**src/rtl/pps_discipline_ctrl.sv**
```systemverilog
// 1PPS discipline controller: local phase counter steered by the external
// pulse, with holdover/free-run fallback, seconds counter and status.
module pps_discipline_ctrl #(
    parameter int C_CLOCK_FREQUENCY = 125000000,
    parameter int C_TOL             = 8,
    parameter int C_LOCK_SEC        = 4,
    parameter int C_HOLDOVER_SEC    = 16
) (
    input  logic                                 clk_125m,
    input  logic                                 rst_125m,
    input  logic                                 sync_1pps,
    input  logic                                 pps_locked,
    input  logic                                 ctrl_enable,
    input  logic                                 sec_load_valid,
    input  logic [31:0]                          sec_load_value,
    output logic                                 pps_out,
    output logic [31:0]                          sec_cnt,
    output logic [$clog2(C_CLOCK_FREQUENCY)-1:0] sub_cnt,
    output logic [1:0]                           state,
    output logic [7:0]                           phase_err,
    output logic                                 sta_disciplined
);

    localparam int PW = $clog2(C_CLOCK_FREQUENCY);
    localparam int EW = PW + 2;
    localparam int MW = $clog2(C_CLOCK_FREQUENCY + C_TOL + 2);
    localparam int GW = $clog2(C_LOCK_SEC + 1);
    localparam int HW = $clog2(C_HOLDOVER_SEC + 1);

    localparam logic [PW-1:0] PH_MAX   = PW'(C_CLOCK_FREQUENCY - 1);
    localparam logic [PW-1:0] PH_HALF  = PW'(C_CLOCK_FREQUENCY / 2);
    localparam logic [MW-1:0] MISS_MAX = MW'(C_CLOCK_FREQUENCY + C_TOL + 1);
    localparam logic [GW-1:0] GOOD_MAX = GW'(C_LOCK_SEC);
    localparam logic [HW-1:0] HO_MAX   = HW'(C_HOLDOVER_SEC);

    localparam logic signed [EW-1:0] E_ONE  = EW'(1);
    localparam logic signed [EW-1:0] E_TOL  = EW'(C_TOL);
    localparam logic signed [EW-1:0] E_SATP = EW'(127);
    localparam logic signed [EW-1:0] E_SATN = EW'(-127);

    typedef enum logic [1:0] {
        ST_FREERUN  = 2'b00,
        ST_ALIGN    = 2'b01,
        ST_LOCKED   = 2'b10,
        ST_HOLDOVER = 2'b11
    } state_t;

    state_t         state_q, state_d;
    logic [PW-1:0]  ph_cnt_q, ph_cnt_d;
    logic [31:0]    sec_cnt_q, sec_cnt_d;
    logic           pps_q, pps_d;
    logic [7:0]     phase_err_q, phase_err_d;
    logic [GW-1:0]  good_cnt_q, good_cnt_d;
    logic [MW-1:0]  miss_cnt_q, miss_cnt_d;
    logic [HW-1:0]  ho_cnt_q, ho_cnt_d;
    logic           load_pend_q, load_pend_d;
    logic [31:0]    load_val_q, load_val_d;

    logic signed [EW-1:0] err;
    logic signed [EW-1:0] err_abs;
    logic [7:0]           err_sat;
    logic                 in_tol;
    logic                 qual;
    logic                 realign;
    logic                 tick;

    assign qual = sync_1pps && pps_locked && ctrl_enable;

    // Upper half of the second means the pulse came early (e <= 0).
    always_comb begin
        if (ph_cnt_q >= PH_HALF) begin
            err = $signed({2'b00, ph_cnt_q}) - $signed({2'b00, PH_MAX});
        end else begin
            err = $signed({2'b00, ph_cnt_q}) + E_ONE;
        end
        err_abs = err[EW-1] ? -err : err;
        in_tol  = (err_abs <= E_TOL);
        if (err > E_SATP) begin
            err_sat = 8'sd127;
        end else if (err < E_SATN) begin
            err_sat = -8'sd127;
        end else begin
            err_sat = err[7:0];
        end
    end

    always_comb begin
        state_d = state_q;
        realign = 1'b0;
        if (!ctrl_enable) begin
            state_d = ST_FREERUN;
        end else begin
            unique case (state_q)
                ST_FREERUN: begin
                    if (pps_locked && good_cnt_q == GOOD_MAX) begin
                        state_d = ST_ALIGN;
                    end
                end
                ST_ALIGN: begin
                    if (!pps_locked) begin
                        state_d = ST_FREERUN;
                    end else if (qual) begin
                        realign = 1'b1;
                        state_d = ST_LOCKED;
                    end
                end
                ST_LOCKED: begin
                    if (!pps_locked) begin
                        state_d = ST_HOLDOVER;
                    end else if (qual) begin
                        if (in_tol) begin
                            realign = 1'b1;
                        end else begin
                            state_d = ST_FREERUN;
                        end
                    end else if (miss_cnt_q == MISS_MAX) begin
                        state_d = ST_HOLDOVER;
                    end
                end
                ST_HOLDOVER: begin
                    if (ho_cnt_q == HO_MAX) begin
                        state_d = ST_FREERUN;
                    end else if (qual) begin
                        if (in_tol) begin
                            realign = 1'b1;
                            state_d = ST_LOCKED;
                        end else begin
                            state_d = ST_FREERUN;
                        end
                    end
                end
            endcase
        end
    end

    always_comb begin
        if (realign || ph_cnt_q == PH_MAX) begin
            ph_cnt_d = '0;
        end else begin
            ph_cnt_d = ph_cnt_q + 1'b1;
        end

        // A late realign lands in a second that has already been ticked.
        tick  = (ph_cnt_d == '0) && !(realign && ph_cnt_q < PH_HALF);
        pps_d = tick;

        sec_cnt_d   = sec_cnt_q;
        load_pend_d = load_pend_q;
        load_val_d  = load_val_q;
        if (tick) begin
            sec_cnt_d   = load_pend_q ? load_val_q : sec_cnt_q + 1'b1;
            load_pend_d = 1'b0;
        end
        if (sec_load_valid) begin
            load_pend_d = 1'b1;
            load_val_d  = sec_load_value;
        end

        good_cnt_d = good_cnt_q;
        if (!pps_locked || (state_d == ST_FREERUN && state_q != ST_FREERUN)) begin
            good_cnt_d = '0;
        end else if (qual && good_cnt_q != GOOD_MAX) begin
            good_cnt_d = good_cnt_q + 1'b1;
        end

        miss_cnt_d = miss_cnt_q;
        if (sync_1pps) begin
            miss_cnt_d = '0;
        end else if (miss_cnt_q != MISS_MAX) begin
            miss_cnt_d = miss_cnt_q + 1'b1;
        end

        ho_cnt_d = ho_cnt_q;
        if (state_q != ST_HOLDOVER) begin
            ho_cnt_d = '0;
        end else if (tick && ho_cnt_q != HO_MAX) begin
            ho_cnt_d = ho_cnt_q + 1'b1;
        end

        phase_err_d = phase_err_q;
        if (sync_1pps && state_q != ST_FREERUN) begin
            phase_err_d = err_sat;
        end
    end

    always_ff @(posedge clk_125m or posedge rst_125m) begin
        if (rst_125m) begin
            state_q     <= ST_FREERUN;
            ph_cnt_q    <= '0;
            sec_cnt_q   <= '0;
            pps_q       <= 1'b0;
            phase_err_q <= '0;
            good_cnt_q  <= '0;
            miss_cnt_q  <= '0;
            ho_cnt_q    <= '0;
            load_pend_q <= 1'b0;
            load_val_q  <= '0;
        end else begin
            state_q     <= state_d;
            ph_cnt_q    <= ph_cnt_d;
            sec_cnt_q   <= sec_cnt_d;
            pps_q       <= pps_d;
            phase_err_q <= phase_err_d;
            good_cnt_q  <= good_cnt_d;
            miss_cnt_q  <= miss_cnt_d;
            ho_cnt_q    <= ho_cnt_d;
            load_pend_q <= load_pend_d;
            load_val_q  <= load_val_d;
        end
    end

    assign pps_out         = pps_q;
    assign sec_cnt         = sec_cnt_q;
    assign sub_cnt         = ph_cnt_q;
    assign state           = state_q;
    assign phase_err       = phase_err_q;
    assign sta_disciplined = (state_q == ST_LOCKED);

endmodule

```
**config.mk**
```make
export PLATFORM = sky130hd
export DESIGN_NAME = pps_discipline_ctrl
export DESIGN_NICKNAME = d
export VERILOG_FILES = /design/src/rtl/pps_discipline_ctrl.sv
export SDC_FILE = /design/constraint.sdc
export NUM_CORES = 1
export LEC_CHECK = 0
export CORE_AREA = 2 2 130 132
export CTS_CLUSTER_DIAMETER = 60
export CTS_CLUSTER_SIZE = 10
export DETAILED_ROUTE_END_ITERATION = 10
export DIE_AREA = 0 0 132 134
export DONT_BUFFER_PORTS = 1
export PLACE_DENSITY = 0.75
export SLEW_MARGIN = 10
export SYNTH_ARGS = -nofsm -noshare
export SYNTH_HDL_FRONTEND = slang
export SYNTH_SLANG_ARGS = --single-unit
```
**constraint.sdc**
```tcl
create_clock -name clk_125m -period 6.9 [get_ports clk_125m]
set_input_delay 0 -clock clk_125m [delete_from_list [all_inputs] [get_ports clk_125m]]
set_output_delay 0 -clock clk_125m [all_outputs]
set_load 0.01 [all_outputs]
```
; Word level (Yosys, flattened, before mapping)
; Index checks and enable logic that the tools add are counted.
[classes]
addsub = 8
multipliers = 0
div_mod_pow = 0
n_lt_le_gt_ge = 5
eq_ne = 11
shift = 0
muxes = 34
bitwise = 0
n_reduce_logical = 21
[ops]
columns = cell, count
row1 = $mux W27, 3
row2 = $mux W29, 2
row3 = $add A27 B1 Y27 const B, 2
row4 = $eq A27 B27 Y1 const B, 2
row5 = $add A32 B1 Y32 const B, 1
row6 = $mux W32, 1
row7 = $gt A29 B8 Y1 const B, 1
row8 = $le A29 B5 Y1 const B, 1
row9 = $lt A29 B8 Y1 const B, 1
row10 = $neg A29 Y29, 1
row11 = $add A27 B1 Y28 const B, 1
row12 = $sub A27 B27 Y28 const B, 1
row13 = $ge A27 B26 Y1 const B, 1
row14 = $logic_not A27 Y1, 1
row15 = $lt A27 B26 Y1 const B, 1
row16 = $ne A27 B27 Y1 const B, 1
row17 = $mux W2, 11
row18 = $mux W8, 2
row19 = $mux W5, 2
row20 = $reduce_bool A2 Y1, 5
row21 = $logic_and A1 B1 Y1, 9
row22 = $mux W1, 9
row23 = $pmux W2 S4, 1
row24 = $mux W3, 2
row25 = other kinds (13), 17
[totals]
reg_bits = 138
latch_bits = 0
ram_bits = 0
rom_bits = 0
input_bits = 38
output_inout_bits = 71
elab_cells = 89
n_memories = 0

; Depth between registers and ports, before layout
[logic_depth]
ltp_word = 17
depth_mapped = 20
mapped_depth_nobuf = 16

; Worst setup path after synthesis
; No wires, ideal clock.
[synth_path]
path_type = flip-flop to flip-flop
startpoint = reg ph_cnt_q[0] (netlist: sub_cnt[0])
endpoint = reg ho_cnt_q[2]
setup_time_ps = 78
arrival_time_ps = 4684
path_slack_ps = 2138
path_stages_with_launch = 17
n_path_buf = 1
cell_sequence = dfrtp_1 clkbuf_1 inv_1 ha_1 or4b_2 o32a_1 nor4_1 o31ai_1 nor2_1 or4b_1 a211o_1 a211oi_1 nor2_1 nor2b_1 a21oi_1 or4_1 a21boi_1
[synth_via]
elab_chain_len = 16
word_cells_on_any_way = 24
classes_between = add/sub: 4 / order compare: 3 / eq/ne: 1 / mux: 9 / reduce/logical: 7
[synth_rtl]
columns = element, line_no
row1 = start: declaration, 49  ; logic [PW-1:0] ph_cnt_q, ph_cnt_d;
row2 = start signal: assignment, 200  ; ph_cnt_q <= ph_cnt_d;
row3 = "$add A27 B1 Y28, or another cell as far along", 74  ; err = $signed({2'b00, ph_cnt_q}) + E_ONE;
row4 = $mux W29, 71  ; if (ph_cnt_q >= PH_HALF) begin
row5 = $neg A29 Y29, 76  ; err_abs = err[EW-1] ? -err : err;
row6 = $mux W29, 76
row7 = $le A29 B5 Y1, 77  ; in_tol = (err_abs <= E_TOL);
row8 = $mux W1, "111, 124"
row9 = $mux W1, 110  ; end else if (qual) begin
row10 = "$mux W1, on equally long branches", "121, 108"
row11 = $pmux W1 S3, 93  ; unique case (state_q)
row12 = $mux W1, 90  ; if (!ctrl_enable) begin
row13 = $logic_or A1 B1 Y1, 137  ; if (realign || ph_cnt_q == PH_MAX) begin
row14 = $mux W27, 137
row15 = $logic_not A27 Y1, 144  ; tick = (ph_cnt_d == '0) && !(realign && ph_cnt_q < PH_HALF);
row16 = $logic_and A1 B1 Y1 *, 144
row17 = $logic_and A1 B1 Y1 *, 176  ; end else if (tick && ho_cnt_q != HO_MAX) begin
row18 = $reduce_bool A2 Y1 (no line) *, -
row19 = end signal: assignment, 206  ; ho_cnt_q <= ho_cnt_d;
row20 = end: declaration, 55  ; logic [HW-1:0] ho_cnt_q, ho_cnt_d;
; Every way passes the cells marked *; elsewhere a longest branch is shown, timed or not.
; A chain may end at the register's enable or synchronous reset.

; Final worst setup path
[layout_path]
startpoint = reg ph_cnt_q[18] (netlist: sub_cnt[18])
endpoint = reg load_pend_q
[layout_via]
elab_chain_len = 15
word_cells_on_any_way = 23
classes_between = add/sub: 4 / order compare: 3 / eq/ne: 1 / mux: 9 / reduce/logical: 6
[layout_rtl]
columns = element, line_no
row1 = "$add A27 B1 Y28, or another cell as far along", 74
row2 = $mux W29, 71
row3 = $neg A29 Y29, 76
row4 = $mux W29, 76
row5 = $le A29 B5 Y1, 77
row6 = $mux W1, "111, 124"
row7 = $mux W1, 110
row8 = "$mux W1, on equally long branches", "121, 108"
row9 = $pmux W1 S3, 93
row10 = $mux W1, 90
row11 = $logic_or A1 B1 Y1, 137
row12 = $mux W27, 137
row13 = $logic_not A27 Y1, 144
row14 = $logic_and A1 B1 Y1 *, 144
row15 = $reduce_bool A2 Y1 (no line) *, -
row16 = end signal: assignment, 207  ; load_pend_q <= load_pend_d;
row17 = end: declaration, 56  ; logic load_pend_q, load_pend_d;
; Marks and branches as above.

==> results.py <==
metrics = {
    "worst_setup_path": {
        "slowest_delay_ns": 0.65,
        "path_class": "flip-flop to flip-flop",
        "cpLargestDelayFamily": "compound AO/OA/AOI/OAI gates",
        "startpoint": "sub_cnt[18]$_DFF_PP0_",
        "worst-path-stages": 14,
        "r2r-end": "load_pend_q$_DFFE_PP0P_",
        "critical_path_buf_inv_count": 1,
        "worstPathMaxFanout": 24,
        "crit_required_ns": 7.21,
        "r2r_cells": 14,
        "cp-end-kind": "flip-flop",
        "crit_path_end": "load_pend_q$_DFFE_PP0P_",
        "path_cells": "or4b_1 > or4_1 > o21a_1 > a211oi_1 > a32oi_1 > or4b_1 > a211o_1 > a211oi_1 > nor2_1 > nor2b_1 > a21o_1 > nand2_2 > a21o_1 > dlygate4sd3_1",
        "start_kind": "flip-flop",
        "r2r_setup_slack_ns": 0.71,
        "slowest_stage": "a211oi_1",
        "crit_arrival_ns": 6.50,
        "r2r_start": "sub_cnt[18]$_DFF_PP0_",
    },
    "clock_tree": {
        "cts_setup_buffers": 0,
        "clock_sinks": 138,
        "cts_tree": "done",
        "clk_pin_slew_ns": 0.06,
        "clock-root-buffer": "clkbuf_16",
        "cts_max_level": 4,
        "clock_latency_ns": 0.43,
        "cts-resized-gates": 0,
        "cts_made_buffers": 17,
        "cts-hold-fix-buffers": 71,
        "cts_buffer_depth": 2,
    },
    "synthesis": {
        "synthArstFlopShare_pct": 100,
        "synth_warnings": 0,
        "synth_area_sq_um": 9660,
        "ys_seq_area_share_pct": 35.7,
        "yosys.area.top_type": "dfrtp_1",
        "synth-seq-cells": 138,
        "synth_top_area_share_pct": 35.7,
        "synth_nets": 1207,
        "netlist_instances": 1154,
        "ys_types": 84,
        "synth-edff-count": 0,
        "postSynth.topFlopCell": "dfrtp_1",
        "syn_avg_cell_area_sq_um": 8.37,
        "synth_area_leaders": "dfrtp_1 36%, nor2_1 4.1%, mux2_2 3.8%",
    },
    "pwr": {
        "p_int_mw": 1.54,
        "seq_power_share_pct": 43.8,
        "leakage_nw": 4.39,
        "ir_worst_vdd_mv": 0.172,
        "p_per_area_nw_per_um2": 180,
        "combPwrFrac_pct": 6.3,
        "swShare_pct": 22.6,
        "p_sw_uw": 449,
        "p_clk_share_pct": 49.9,
    },
    "die": {
        "die_y_um": 134,
        "die_area_sq_um": 17700,
        "start_util_pct": 59.3,
        "io_pins": 109,
        "fp.dieW_um": 132,
        "coreArea_sq_um": 16300,
        "rows": 47,
    },
    "timing": {
        "fin_skew_ns": 0.0105,
        "tns_ns": 0,
        "maxSlewViolCount": 0,
        "worstMarginPinSlew_ns": 1.10,
        "timing.hold.ws_ns": 0.0453,
        "fin_crit_ns": 6.19,
        "relSlewSlack_pct": 26.5,
        "fmaxAchievable_mhz": 162,
        "setup_viol": 0,
        "rsz0062_at_grt": "no",
        "period_share_pct": 89.7,
        "hold_violations": 0,
    },
    "drt": {
        "drtIter0Drc": 1185,
        "drc": 0,
        "ant_nets": 0,
        "wl_per_cell_um": 20.7,
        "routed_via_density": 6.77,
        "wirelength_um": 29100,
        "drt-pass1-iter-count": 5,
        "vias": 9508,
    },
    "layout": {
        "seqCellArea_sq_um": 3450,
        "diodes": 0,
        "drive_gt1_share_pct": 8.78,
        "fin_cells": 1405,
        "fill_cells": 1283,
        "multiInputGateArea_sq_um": 5760,
        "nets": 1225,
        "syn_to_final_growth_pct": 14.4,
    },
    "flow_run": {
        "maxCapViolCount": 0,
    },
    "global_routing": {
        "overflow": 0,
        "antenna_found_initial": 0,
        "grt_max_degree": 73,
        "grt_pass1_wl_um": 47300,
        "grtUsageTotal_pct": 32.9,
        "grt_pass1_vias": 8838,
    },
    "placed_design": {
        "placedCellCount": 1302,
        "dp_hpwl_um": 18900,
        "portBuffers": 0,
        "place_congestion": 1.01,
    },
    "hold_path": {
        "hold_path_class": "input port to flip-flop",
    },
    "outcome": {
        "outcome": "finished clean",
    },
}
[cells in the final DEF, fill, tap and decap left out, drive strengths merged, types with 25 or more instances in the layout]
cell / netlist / layout
a21oi: 60 / 60
and3: 30 / 30
dfrtp: 138 / 138
dlygate4sd3: 0 / 70
inv: 29 / 31
mux2: 33 / 33
nand2: 95 / 95
nand3: 55 / 55
nand4: 25 / 25
nor2: 106 / 106
nor3: 52 / 52
o21ai: 58 / 58
xnor2: 27 / 27
xor2: 27 / 27
[metrics by stage]
step           setup slack [ns]  total power, mW  instance area, sq um  util (%)
2_1_floorplan              2.14            0.935                  9660         -
3_3_place_gp              0.991            0.948                  9700      59.6
3_5_place_dp              0.984            0.951                  9700      59.6
4_1_cts                   0.847             1.98                 11000      67.8
5_1_grt                   0.363             2.04                 11000      67.8
6_report                  0.709             1.99                 11000      67.8
[sequential cells by signal (all words and copies together) (netlist names)]
| signal | count |
|---|---|
| load_val_q | 32 |
| sec_cnt | 32 |
| miss_cnt_q | 27 |
| sub_cnt | 27 |
| phase_err | 8 |
| ho_cnt_q | 5 |
| good_cnt_q | 3 |
| state | 2 |
| load_pend_q | 1 |
| pps_out | 1 |
[synth_stat cells (7+ instances only)]
cell type / instances
o22ai_1: 23
nand2b_1: 7
o21a_1: 10
a31oi_1: 23
inv_1: 28
a2bb2oi_1: 15
clkbuf_1: 66
and4_1: 8
and3_1: 30
a21oi_1: 60
ha_1: 15
nor2b_1: 9
and2_1: 12
mux2i_1: 9
nand4_1: 25
or4_1: 9
xnor2_1: 27
nor3_1: 51
dfrtp_1: 138
a21o_1: 11
o21ai_1: 10
or3_1: 18
buf_2: 12
o31ai_1: 21
nor4_1: 16
nand2_1: 94
o21ai_0: 48
mux2_2: 33
xor2_1: 27
a22oi_1: 10
nand3_1: 55
nor2_1: 105
o211ai_1: 10
a211oi_1: 7
[worst register-to-register path, stage by stage (launching register included)]
cell and delay (ns):
dfrtp_1 0.58, or4b_1 0.57, or4_1 0.49, o21a_1 0.54
a211oi_1 0.65, a32oi_1 0.31, or4b_1 0.57, a211o_1 0.28
a211oi_1 0.37, nor2_1 0.13, nor2b_1 0.20, a21o_1 0.34
nand2_2 0.26, a21o_1 0.24, dlygate4sd3_1 0.54
[worst min path at each step]
stage	end	startpoint	slack (ns)	cells past startpoint
floorplan	good_cnt_q[0]$_DFFE_PP0P_	pps_locked	0.11	2
global placement	miss_cnt_q[17]$_DFFE_PP0P_	rst_125m	0.005	1
detailed placement	miss_cnt_q[17]$_DFFE_PP0P_	rst_125m	0.002	1
CTS	phase_err[5]$_DFFE_PP0P_	sync_1pps	0.03	3
global route	phase_err[1]$_DFFE_PP0P_	sync_1pps	0.07	3
finish	phase_err[0]$_DFFE_PP0P_	sync_1pps	0.05	3
[cell type report]
type                    instances  area share, %
clock buffers                  23           4.24
clock inverters                 9           1.45
inverters                      29           1.03
multi-input cells             902           52.1
flip-flops and latches        138           31.3
well taps                     220           2.49
repair buffers                 84           7.41
[metal layers]
metal  part of all wire (%)  track usage (%)
met5                      0                0
met3                    8.3             6.35
met4                    3.8             14.8
met1                     41             44.0
met2                     47             52.3
[logic make-up after synthesis]
kind of cell               after synthesis  share of synthesized area [%]
AOI/OAI and AO/OA                      310                           21.7
xor gates and xnor gates                54                           4.90
adders and majority gates               15                           1.94
buffers and inverters                  114                           4.70
DFF                                    138                           35.7
muxes                                   42                           4.78
and+or+nand+nor                        481                           26.2
[power groups by stage]
stage          clock network (mW)  logic (mW)  registers, mW
2_1_floorplan                   0      0.0624          0.873
3_3_place_gp                    0      0.0661          0.882
3_5_place_dp                    0      0.0683          0.882
4_1_cts                     0.995       0.121          0.868
5_1_grt                      1.03       0.137          0.872
6_report                    0.992       0.124          0.870
(Power assumes the default switching activity.)
